`src/rtl/ex_muldiv_unit.sv`:
```
// Iterative RV32M multiply/divide unit for the execute stage.
// Radix-2 shift-add multiply and restoring divide, one bit per cycle, with pipeline hold.
module ex_muldiv_unit #(
    parameter int unsigned DATA_W = 32,
    parameter int unsigned ITER   = 32
) (
    input  logic              clk,
    input  logic              rst,
    input  logic [31:0]       inst_i,
    input  logic [DATA_W-1:0] op1_i,
    input  logic [DATA_W-1:0] op2_i,
    input  logic [4:0]        reg_wr_addr_i,
    input  logic              flush_i,
    output logic              hold_req_o,
    output logic              busy_o,
    output logic              result_valid_o,
    output logic [DATA_W-1:0] result_o,
    output logic              reg_wr_en_o,
    output logic [4:0]        reg_wr_addr_o
);

    localparam int unsigned CNT_W = $clog2(ITER);

    typedef enum logic [1:0] {IDLE, CALC, DONE} state_e;

    state_e             state_q, state_d;
    logic [CNT_W-1:0]   cnt_q, cnt_d;
    logic [2:0]         funct3_q, funct3_d;
    logic [4:0]         rd_q, rd_d;
    logic               neg_q, neg_d;
    logic               special_q, special_d;
    logic [DATA_W-1:0]  a_q, a_d;
    logic [DATA_W-1:0]  b_q, b_d;
    logic [2*DATA_W-1:0] acc_q, acc_d;

    logic              is_mop_c, start_c, div0_c, ovf_c, special_c;
    logic              s1_signed_c, s2_signed_c, neg1_c, neg2_c;
    logic [2:0]        funct3_c;
    logic [DATA_W-1:0] abs1_c, abs2_c, spec_res_c;
    logic              unused_inst_c;

    assign unused_inst_c = ^{inst_i[24:15], inst_i[11:7]};

    // Decode and operand preparation for the accept cycle
    always_comb begin
        is_mop_c    = (inst_i[6:0] == 7'b0110011) && (inst_i[31:25] == 7'b0000001);
        funct3_c    = inst_i[14:12];
        start_c     = (state_q == IDLE) && is_mop_c && !flush_i;
        s1_signed_c = (funct3_c == 3'b001) || (funct3_c == 3'b010) ||
                      (funct3_c == 3'b100) || (funct3_c == 3'b110);
        s2_signed_c = (funct3_c == 3'b001) || (funct3_c == 3'b100) || (funct3_c == 3'b110);
        neg1_c      = s1_signed_c && op1_i[DATA_W-1];
        neg2_c      = s2_signed_c && op2_i[DATA_W-1];
        abs1_c      = neg1_c ? -op1_i : op1_i;
        abs2_c      = neg2_c ? -op2_i : op2_i;
        div0_c      = funct3_c[2] && (op2_i == '0);
        ovf_c       = funct3_c[2] && !funct3_c[0] && (op1_i == 32'h8000_0000) &&
                      (op2_i == 32'hFFFF_FFFF);
        special_c   = div0_c || ovf_c;
        if (div0_c) spec_res_c = funct3_c[1] ? op1_i : '1;
        else        spec_res_c = funct3_c[1] ? '0 : 32'h8000_0000;
    end

    // State register
    always_ff @(posedge clk) begin
        if (rst) state_q <= IDLE;
        else     state_q <= state_d;
    end

    // Next-state logic
    always_comb begin
        state_d = state_q;
        if (flush_i) begin
            state_d = IDLE;
        end else begin
            case (state_q)
                IDLE:    if (start_c) state_d = special_c ? DONE : CALC;
                CALC:    if (cnt_q == CNT_W'(ITER - 1)) state_d = DONE;
                DONE:    state_d = IDLE;
                default: state_d = IDLE;
            endcase
        end
    end

    // Datapath registers
    always_ff @(posedge clk) begin
        if (rst) begin
            cnt_q     <= '0;
            funct3_q  <= '0;
            rd_q      <= '0;
            neg_q     <= 1'b0;
            special_q <= 1'b0;
            a_q       <= '0;
            b_q       <= '0;
            acc_q     <= '0;
        end else begin
            cnt_q     <= cnt_d;
            funct3_q  <= funct3_d;
            rd_q      <= rd_d;
            neg_q     <= neg_d;
            special_q <= special_d;
            a_q       <= a_d;
            b_q       <= b_d;
            acc_q     <= acc_d;
        end
    end

    logic [DATA_W:0] mul_sum_c, div_rem_c, div_trial_c;

    // Capture on accept, then one multiply or divide step per CALC cycle
    always_comb begin
        cnt_d       = cnt_q;
        funct3_d    = funct3_q;
        rd_d        = rd_q;
        neg_d       = neg_q;
        special_d   = special_q;
        a_d         = a_q;
        b_d         = b_q;
        acc_d       = acc_q;
        mul_sum_c   = {1'b0, acc_q[2*DATA_W-1:DATA_W]} + (a_q[0] ? {1'b0, b_q} : '0);
        div_rem_c   = {acc_q[DATA_W-1:0], a_q[DATA_W-1]};
        div_trial_c = div_rem_c - {1'b0, b_q};
        if (start_c) begin
            cnt_d     = '0;
            funct3_d  = funct3_c;
            rd_d      = reg_wr_addr_i;
            // REM follows the dividend sign; everything else uses the sign product
            neg_d     = (funct3_c == 3'b110) ? neg1_c : (neg1_c ^ neg2_c);
            special_d = special_c;
            a_d       = abs1_c;
            b_d       = abs2_c;
            acc_d     = special_c ? {{DATA_W{1'b0}}, spec_res_c} : '0;
        end else if (state_q == CALC) begin
            cnt_d = cnt_q + CNT_W'(1);
            if (funct3_q[2]) begin
                if (!div_trial_c[DATA_W]) begin
                    acc_d = {{(DATA_W-1){1'b0}}, div_trial_c};
                    a_d   = {a_q[DATA_W-2:0], 1'b1};
                end else begin
                    acc_d = {{(DATA_W-1){1'b0}}, div_rem_c};
                    a_d   = {a_q[DATA_W-2:0], 1'b0};
                end
            end else begin
                acc_d = {mul_sum_c, acc_q[DATA_W-1:1]};
                a_d   = {1'b0, a_q[DATA_W-1:1]};
            end
        end
    end

    logic [2*DATA_W-1:0] prod_c;
    logic [DATA_W-1:0]   quo_c, rem_c, res_c;

    // Output logic with sign fixup in DONE
    always_comb begin
        prod_c = neg_q ? -acc_q : acc_q;
        quo_c  = neg_q ? -a_q : a_q;
        rem_c  = neg_q ? -acc_q[DATA_W-1:0] : acc_q[DATA_W-1:0];
        if (special_q) begin
            res_c = acc_q[DATA_W-1:0];
        end else begin
            case (funct3_q)
                3'b000:         res_c = acc_q[DATA_W-1:0];
                3'b100, 3'b101: res_c = quo_c;
                3'b110, 3'b111: res_c = rem_c;
                default:        res_c = prod_c[2*DATA_W-1:DATA_W];
            endcase
        end
        result_valid_o = (state_q == DONE) && !flush_i && !rst;
        hold_req_o     = !flush_i && !rst && (start_c || (state_q == CALC));
        busy_o         = (state_q == CALC);
        reg_wr_en_o    = result_valid_o;
        result_o       = result_valid_o ? res_c : '0;
        reg_wr_addr_o  = result_valid_o ? rd_q : '0;
    end

endmodule

```
`config.mk`:
```
export PLATFORM = sky130hd
export DESIGN_NAME = ex_muldiv_unit
export DESIGN_NICKNAME = d
export VERILOG_FILES = /design/src/rtl/ex_muldiv_unit.sv
export SDC_FILE = /design/constraint.sdc
export NUM_CORES = 1
export LEC_CHECK = 0
export BUFFER_PORTS_ARGS = -buffer_cell sky130_fd_sc_hd__buf_2
export CAP_MARGIN = 20
export CORE_MARGIN = 5
export CORE_UTILIZATION = 30
export DETAILED_ROUTE_END_ITERATION = 10
export MAX_ROUTING_LAYER = met4
export PLACE_DENSITY = 0.47
export SETUP_SLACK_MARGIN = 0.3
export SYNTH_ARGS = -nofsm -noshare
export SYNTH_HDL_FRONTEND = slang
export SYNTH_SLANG_ARGS = --single-unit
```
`constraint.sdc`:
```
create_clock -name clk -period 3.9 [get_ports clk]
set_input_delay 0.39 -clock clk [delete_from_list [all_inputs] [get_ports clk]]
set_output_delay 0.39 -clock clk [all_outputs]
set_load 0.005 [all_outputs]
```
Word level (Yosys, flattened, before mapping)
Cells that the tools add are included.
{"block": "word_totals", "regBits": 145, "input_bits": 104, "out_inout_bits": 41, "word_cells": 94}
{"block": "op_classes", "n_addsub": 8, "n_eq_ne": 17, "mux": 27, "n_bitwise": 1, "n_reduce_logical": 32}
{"cell": "$mux W32", "count": 14}
{"cell": "$mux W64", "count": 4}
{"cell": "$neg A32 Y32", "count": 4}
{"cell": "$pmux W32 S3", "count": 1}
{"cell": "$eq A32 B32 Y1 const B", "count": 2}
{"cell": "$neg A64 Y64", "count": 1}
{"cell": "$add A32 B32 Y33", "count": 1}
{"cell": "$mux W33", "count": 1}
{"cell": "$sub A33 B32 Y33", "count": 1}
{"cell": "$logic_not A32 Y1", "count": 1}
{"cell": "$eq A3 B3 Y1 const B", "count": 6}
{"cell": "$logic_and A1 B1 Y1", "count": 13}
{"cell": "$reduce_or A2 Y1", "count": 4}
{"cell": "$eq A7 B1 Y1 const B", "count": 1}
{"cell": "$eq A7 B6 Y1 const B", "count": 1}
{"cell": "$logic_or A1 B1 Y1", "count": 7}
{"cell": "$mux W2", "count": 3}
{"cell": "$add A5 B1 Y5 const B", "count": 1}
{"cell": "$eq A5 B5 Y1 const B", "count": 1}
{"cell": "$mux W5", "count": 1}
{"cell": "$pmux W2 S2", "count": 1}
{"cell": "$eq A3 B1 Y1 const B", "count": 1}
{"cell": "$eq A3 B2 Y1 const B", "count": 1}
{"cell": "$logic_not A1 Y1", "count": 3}
{"cell": "10 further kinds", "count": 11}

Depth between registers and ports, before layout
Gate-level depths: netlist (run 1).
{"block": "logic_depth", "word_depth": 8, "mapped_depth": 21}

Least setup slack after synthesis (run 1)
Ideal clock, no wire load.
{"block": "synth_timing", "path_type": "register to register", "start": "reg a_q[31]", "end": "reg acc_q[18]", "arrival_time_ns": 3.684, "setup_slack_ns": 0.082, "stages_incl_launch_ff": 21, "n_path_buf": 3, "period_less_slack_ns": 3.818, "cell_sequence": "dfxtp_1 clkbuf_1 inv_1 ha_1 fa_1 nor2b_1 o31a_1 o21ai_0 a21oi_1 o211ai_1 a21oi_1 o21ai_0 a21oi_1 ha_1 buf_1 clkbuf_1 o22ai_1 o21ai_0 o21ai_1 a21oi_1 a211oi_1"}
{"block": "synth_via", "elab_chain_len": 5}
{"item": "start, declared", "line": "32", "text": "logic [DATA_W-1:0] a_q, a_d;"}
{"item": "start signal, assigned", "line": "93", "text": "a_q <= '0;"}
{"item": "start signal, assigned", "line": "102", "text": "a_q <= a_d;"}
{"item": "$sub A33 B32 Y33", "line": "122", "text": "div_trial_c = div_rem_c - {1'b0, b_q};"}
{"item": "$mux W33", "line": "136", "text": "if (!div_trial_c[DATA_W]) begin"}
{"item": "$mux W64", "line": "135", "text": "if (funct3_q[2]) begin"}
{"item": "$mux W64", "line": "133", "text": "end else if (state_q == CALC) begin"}
{"item": "$mux W64", "line": "123", "text": "if (start_c) begin"}
{"item": "end signal, assigned", "line": "95", "text": "acc_q <= '0;"}
{"item": "end signal, assigned", "line": "104", "text": "acc_q <= acc_d;"}
{"item": "end, declared", "line": "34", "text": "logic [2*DATA_W-1:0] acc_q, acc_d;"}
No other way between the ends. The select of a mux whose other input is x is not followed.
A chain may end at the register's enable or synchronous reset.

Worst setup path after layout (run 1)
{"block": "layout_timing", "start": "reg acc_q[22]", "end": "out result_o[12]"}
{"block": "layout_via", "elab_chain_len": 5}
{"item": "$neg A64 Y64", "line": "155", "text": "prod_c = neg_q ? -acc_q : acc_q;"}
{"item": "$mux W64", "line": "155"}
{"item": "$pmux W32 S3", "line": "161", "text": "case (funct3_q)"}
{"item": "$mux W32", "line": "158", "text": "if (special_q) begin"}
{"item": "$mux W32", "line": "172", "text": "result_o = result_valid_o ? res_c : '0;"}
{"item": "end, declared", "line": "17", "text": "output logic [DATA_W-1:0] result_o,"}
No other way between the ends.

==> out/metrics.yaml, run 1 <==
floorplanning:
  chipWidth_um: 234.5
  start_util: 0.3026
  rows: 82
  dieArea_mm2: 0.05498
  die-height_um: 234.5
  design.core.area_mm2: 0.04997
  io_pins: 145
power:
  power.density_mw_per_mm2: 180.8
  leakage_nw: 7.437
  ir_drop_v: 0.0001990
  finalPower_mw: 3.525
critical_path:
  worstPathArrival_ns: 3.35
  cp_common_cell: "buf_6"
  worstReg2RegEnd: "acc_q[1]$_SDFFE_PP0P_"
  cpLargestDelayFamily: "simple AND/OR/NAND/NOR gates"
  worst-path-buf-inv: 3
  r2r-start: "acc_q[15]$_SDFFE_PP0P_"
  critPathSlowestCell: "or4_4"
  critPathLaunchType: "register"
  crit_path_start: "acc_q[22]$_SDFFE_PP0P_"
  worstPathRequired_ns: 3.51
  ff2ff_path_depth: 18
  reg2reg_slack_ns: 0.22
  critPathMaxStageDelay_ns: 0.55
  worstSetupPathType: "register to output port"
  crit_fanout: 6
  critPathCaptureType: "output port"
  cp_cell_sequence: "buf_6 -> or4_4 -> nor3_4 -> nand3b_1 -> buf_6 -> nand2b_4 -> o31ai_4 -> xor2_2 -> a221oi_2 -> a21o_1 -> buf_2"
outcome:
  status: "finished, final reports clean"
clock_network:
  cts.sinks: 145
  cts_tree: "built"
  root_buffer: "clkbuf_16"
  cts.path.max_buffers: 2
  cts_buffers: 17
  path_clk_slew_ns: 0.08
  clk_latency_ns: 0.50
  cts-htree-levels: 4
timing:
  relSlewSlack: 0.3304
  fin_crit_sh: 0.9595
  setup_violations: 0
  drv_slew: 0
  min_period_ns: 3.742
  finalSetupTns_ns: 0
  clock.fmax_ghz: 0.2672
  tightest_slew_ns: 1.003
  skew_ns: 0.01782
  rsz0062_at_grt: "true"
  setup_ws_ns: 0.1578
  hold_violations: 0
final_layout:
  layoutNonFillerInstCount: 3034
  drive_gt1_frac: 0.2474
  area_growth_pct: 28.93
  regArea_mm2: 0.002943
  finalNetCount: 2527
  multi_input_area_mm2: 0.01226
  n_fill_cell: 5319
  final_cell_mix: "nor2_1, buf_4, nand2_1, a21oi_1, o21ai_0"
  finish.utilization: 0.3901
  final_common_cell: "nor2_1"
hold_path:
  hold_end: "rd_q[1]$_SDFFE_PP0P_"
  hold_depth: 3
  hold_start: "reg_wr_addr_i[1]"
  hold_path_class: "primary input to register"
route:
  routed-wl-met3_mm: 5.458
  wl_met2_mm: 32.47
  vias: 17670
  highest-signal-layer: "met4"
  drtIter0Drc: 1564
  drc_errors: 0
  first_pass_iters: 7
  wl_per_cell_um: 24.06
  routed_wl_mm: 72.99
  detail-route-antenna-nets: 0
  drt-met1-wl_mm: 33.11
  via_per_inst: 5.825
yosys:
  synth_edf_count: 0
  synth_seq_cells: 145
  avgSynthCellArea_um2: 7.098
  mappedNetlistArea_mm2: 0.01512
  seq_area_frac_synth: 0.1920
  synth_nets: 2309
  yosys_warnings: 0
  postSynth.asyncResetShare: 0
  synth_ff_type: "dfxtp_1"
  syn_inst: 2130
  ys_types: 90
grt:
  grt_max_degree: 142
  globalRouteTotalUtil: 0.2640
  antenna_found_initial: 1
  first_global_vias: 16500
  grt_pass1_wl_mm: 106.6
  overflow: 0
placement:
  globalplace.congestion: 0.9826
  numPlacedInstances: 2941
  place_hpwl_mm: 56.32
  detailedPlace.worstSlack_ns: -0.1178
  io_buffers: 129
flow_run:
  maxCapViolations: 0
## Yosys cell counts (11+ instances only)
| cell | n | share of area |
|---|---|---|
| nand4_1 | 31 | 0.013 |
| mux2i_1 | 51 | 0.034 |
| o41ai_1 | 11 | 0.0064 |
| nand3_1 | 31 | 0.010 |
| a22oi_1 | 16 | 0.0079 |
| xnor2_1 | 73 | 0.042 |
| buf_1 | 19 | 0.0047 |
| ha_1 | 73 | 0.060 |
| nor4_1 | 22 | 0.0091 |
| or4_1 | 21 | 0.010 |
| nor2b_1 | 13 | 0.0054 |
| o22ai_1 | 17 | 0.0070 |
| or3_1 | 25 | 0.010 |
| and3_1 | 11 | 0.0046 |
| dfxtp_1 | 145 | 0.19 |
| inv_1 | 81 | 0.020 |
| a211oi_1 | 123 | 0.061 |
| nor3_1 | 63 | 0.021 |
| o21a_1 | 11 | 0.0055 |
| o211ai_1 | 20 | 0.0099 |
| o31ai_1 | 42 | 0.021 |
| a21oi_1 | 159 | 0.053 |
| xor2_1 | 80 | 0.046 |
| a221oi_1 | 12 | 0.0070 |
| o21ai_1 | 35 | 0.012 |
| nand2_1 | 167 | 0.041 |
| and2_1 | 16 | 0.0066 |
| nor2_1 | 242 | 0.060 |
| a31oi_1 | 15 | 0.0062 |
| nand2b_1 | 26 | 0.011 |
| clkbuf_1 | 126 | 0.031 |
| o21ai_0 | 154 | 0.051 |
| a21o_1 | 29 | 0.014 |
## cell families after synthesis
group | Yosys count | share of synthesized area
flip-flops | 145 | 0.1920
AO/OA/AOI/OAI | 749 | 0.3259
buffers and inverters | 238 | 0.06058
XOR/XNOR | 153 | 0.08864
AND/OR/NAND/NOR | 718 | 0.2353
adder cells (fa/ha/maj) | 75 | 0.06306
multiplexers | 52 | 0.03451
## worst max path at each step
| stage | to | slack (ns) | cells after the start |
|---|---|---|---|
| after global routing | result_o[12] | 0.07 | 11 |
| after detailed placement | acc_q[31]$_SDFFE_PP0P_ | -0.12 | 16 |
| after floorplan | acc_q[26]$_SDFFE_PP0P_ | 0.32 | 20 |
| final | result_o[12] | 0.16 | 11 |
| after CTS | result_o[21] | 0.12 | 11 |
| after global placement | acc_q[29]$_SDFFE_PP0P_ | -0.09 | 16 |
## registers in the layout, summed over array words and instances (netlist names)
| signal | cells |
|---|---|
| a_q | 32 |
| acc_q | 64 |
| b_q | 32 |
| cnt_q | 5 |
| funct3_q | 3 |
| neg_q | 1 |
| rd_q | 5 |
| special_q | 1 |
| state_q | 2 |
## what timing repair did
item	in CTS	in global routing
gates resized for setup	132	109
endpoints found under the setup margin	64	68
setup buffers	33	24
pin swaps	58	83
hold buffers	0	0
gates cloned	1	2
## through the flow
step	area, µm²	hold WS (ns)
after floorplan	15140	0.4273
after global placement	17310	0.4345
after detailed placement	17310	0.4416
after CTS	18800	0.09698
after global routing	19490	0.1176
final	19490	0.1306
## report_power, final
| group | switching, mW | internal (mW) | leakage (nW) |
|---|---|---|---|
| clock | 0.780 | 0.962 | 0.276 |
| sequential | 0.0000768 | 1.48 | 1.18 |
| combinational | 0.206 | 0.0995 | 5.98 |
| total | 0.986 | 2.54 | 7.44 |
## cell type report
type / instances / share of cell area
Inverter: 84 / 0.01650
Antenna cell: 1 / 0.0001284
Sequential cell: 145 / 0.1510
Multi-Input combinational cell: 1747 / 0.6291
Clock buffer: 21 / 0.02311
Timing Repair Buffer: 353 / 0.1304
Clock inverter: 11 / 0.006676
Tap cell: 672 / 0.04314
## per-layer routing
metal,up-vias,track usage
li1,8366,-
met1,8543,0.3651
met2,675,0.3945
met3,88,0.05054
met4,0,0.07389
met5,-,-
## worst reg2reg max path, delay by kind of cell, from the launching register on
family          cells  cell delay, ns
fa+ha+maj           2            0.55
simple gates        4            0.88
flops               1            0.36
buf+inv             3            0.45
mux                 1            0.09
compound gates      8            1.24
Note: power is estimated with default switching activity, not from simulation.
==> run 2: changes to the inputs <==
- REMOVE_ABC_BUFFERS: unset -> 1
==> run 2 against run 1 <==
  * The run now ends with negative setup slack left
  * Worst hold slack improved by 0.00057 ns
  * Flip-flop and latch count unchanged
  * Via count increased by 2.8%
  * Critical path depth increased by 3
  * Fmax decreased by 5.5%
  * Clock skew decreased by 0.0020 ns
  * Largest cell class unchanged
  * Largest power group unchanged
==> out/metrics.yaml, run 2 (synthesis results as in run 1) <==
placement:
  globalplace.congestion: 0.9678  # -1.5%
  io_buffers: 129  # unchanged
  place_hpwl_mm: 53.90  # -4.3%
final_layout:
  antenna_cells: 0  # -1
  finish.utilization: 0.4137  # +0.02361
  largest_registers: "acc_q (64), a_q (32), b_q (32)"
  final_common_cell: "buf_4"
  area_growth_pct: 36.74
  largest-register: "acc_q"
  final_cell_mix: "buf_4, nor2_1, nand2_1, a21oi_1"
  finalNetCount: 2593  # +2.6%
  largest_reg_flops: 64  # unchanged
  drive_gt1_frac: 0.2921  # +0.04478
clock_network:
  clk_latency_ns: 0.50  # about the same
  cts-htree-levels: 4  # unchanged
  cts.sinks: 145  # unchanged
  cts_hold_buf: 0  # unchanged
  root_buffer: "clkbuf_16"
  cts.path.max_buffers: 2  # unchanged
  cts_buffers: 17  # unchanged
  cts_tree: "built"
  path_clk_slew_ns: 0.07  # about the same
power:
  power.density_mw_per_mm2: 177.1  # -2.1%
  p_sw_frac: 0.2655  # -0.01434
  ir_drop_v: 0.0002063  # +3.7%
  intPower_mw: 2.688  # +5.9%
  leakage_nw: 7.928  # +6.6%
  p_seq_frac: 0.404  # -0.015
  p_clk_frac: 0.516  # +0.022
  p_comb_frac: 0.081  # -0.006
  power.switching_uw: 971.9  # -1.5%
critical_path:
  critPathCaptureType: "output port"
  critPathLaunchType: "register"
  cp_cell_sequence: "buf_6 -> or4_4 -> nor3_4 -> nand3b_1 -> buf_4 -> buf_6 -> nand2b_4 -> buf_12 -> nor3_4 -> nand4_1 -> nor3b_2 -> a221oi_2 -> buf_4 -> buf_6"
  critPathSlowestCell: "or4_4"
  critPathMaxStageDelay_ns: 0.57  # +0.02 ns
  cpLargestDelayFamily: "simple AND/OR/NAND/NOR gates"
  crit_fanout: 4  # -2
  cp_common_cell: "buf_6"
  worstSetupPathType: "register to output port"
  worstPathRequired_ns: 3.51  # about the same
  worst-path-buf-inv: 6  # +3
  worstPathArrival_ns: 3.57  # +0.22 ns
grt:
  grt_max_degree: 93  # -35%
  antenna_found_initial: 0  # -1
  first_global_vias: 17140  # +3.8%
  grt_pass1_wl_mm: 107.4  # +0.82%
  overflow: 0  # unchanged
  globalRouteTotalUtil: 0.2644  # +0.0004647
outcome:
  status: "complete, but fails checks"
  violations: "negative setup slack"
floorplanning:
  dieArea_mm2: 0.05498  # unchanged
  rows: 82  # unchanged
  design.core.area_mm2: 0.04997  # unchanged
  chipWidth_um: 234.5  # unchanged
  start_util: 0.3026  # unchanged
  die-height_um: 234.5  # unchanged
  io_pins: 145  # unchanged
timing:
  min_period_ns: 3.959  # +0.2172 ns
  hold_violations: 0  # unchanged
  rsz0062_at_grt: "true"
  setup_ws_ns: -0.05942  # -0.2172 ns
  fin_crit_sh: 1.015  # +0.05569
  drv_slew: 0  # unchanged
  fin_hold_ws_ns: 0.1311  # +0.0005710 ns
  relSlewSlack: 0.3033  # -0.02708
  setup_violations: 1  # +1
  tightest_slew_ns: 1.036  # +0.03307 ns
  clock.fmax_ghz: 0.2526  # -5.5%
  skew_ns: 0.01587  # -0.001951 ns
route:
  detail-route-antenna-nets: 0  # unchanged
  drt-met1-wl_mm: 31.26  # -5.6%
  vias: 18160  # +2.8%
  wl_per_cell_um: 23.56  # -2.1%
  drc_errors: 0  # unchanged
  via_per_inst: 5.861  # +0.62%
  drtIter0Drc: 1477  # -5.6%
  wl_met2_mm: 33.19  # +2.2%
  routed_wl_mm: 73.01  # about the same
  routed-wl-met3_mm: 5.222  # -4.3%
  highest-signal-layer: "met4"
  first_pass_iters: 6  # -1
hold_path:
  hold_path_class: "primary input to register"
flow_run:
  maxCapViolations: 0  # unchanged
run 2: cell count changes in the layout (fill, tap and decap cells not counted), moves of 7 or more:
| cell | delta |
|---|---|
| o21ai_0 | -20 |
| buf_6 | +27 |
| o22ai_1 | -7 |
| buf_4 | +37 |
| o21ai_2 | +13 |
run 2: per-layer routing:
metal  GRT usage  vias up
li1            -     8480
met1      0.3416     8765
met2      0.4120      713
met3     0.04632      204
met4      0.1062        0
met5           -        -
run 2: through the flow:
stage / total power, mW / setup TNS [ns] / worst slack, ns / instance area [µm²] / std cells
final: 3.660 / -0.05942 / -0.05942 / 20670 / 3099
after global routing: 3.776 / -0.6556 / -0.1511 / 20670 / 3099
after CTS: 3.702 / -0.07608 / -0.04847 / 19590 / 3064
after detailed placement: 1.802 / -2.488 / -0.2077 / 17490 / 2963
after global placement: 1.800 / -1.062 / -0.1192 / 17490 / 2963
after floorplan: 1.633 / -73.06 / -1.768 / 14520 / 1976
run 2: area by class of cell:
cell class,count,area [µm²]
clock buffer,20,457.9
multi-input combinational,1747,12680
inverter,84,321.6
sequential,145,2942
clock inverter,12,180.2
tap,672,840.8
fill,5184,29290
timing repair buffer,419,3246
run 2: timing repair:
action / 4_1_cts / 5_1_grt
setup buffers: 65 / 35
resized for setup: 194 / 179
cloned: 4 / 0
pin swaps: 103 / 122
setup endpoints to repair: 66 / 69
run 2: path summary, 6_finish.rpt:
path         slack, ns                      to              startpoint  depth (start not counted)
max              -0.06            result_o[26]  acc_q[22]$_SDFFE_PP0P_                         14
min               0.13    rd_q[1]$_SDFFE_PP0P_        reg_wr_addr_i[1]                          3
max reg2reg       0.11  acc_q[10]$_SDFFE_PP0P_  acc_q[16]$_SDFFE_PP0P_                         19
min reg2reg       0.45    rd_q[0]$_SDFFE_PP0P_    rd_q[0]$_SDFFE_PP0P_                          2
run 2: tightest hold or removal path: cells and delay by family:
kind | cells | cell delay [ns]
buffers and inverters | 1 | 0.09
and+or+nand+nor | 1 | 0.05
AOI/OAI and AO/OA | 1 | 0.05
run 2: power by group through the flow:
stage | logic, mW | registers (mW) | clock network [mW]
global route | 0.320 | 1.48 | 1.98
global placement | 0.286 | 1.51 | 0
detailed placement | 0.289 | 1.51 | 0
CTS | 0.293 | 1.48 | 1.93
finish | 0.295 | 1.48 | 1.89
floorplan | 0.120 | 1.51 | 0
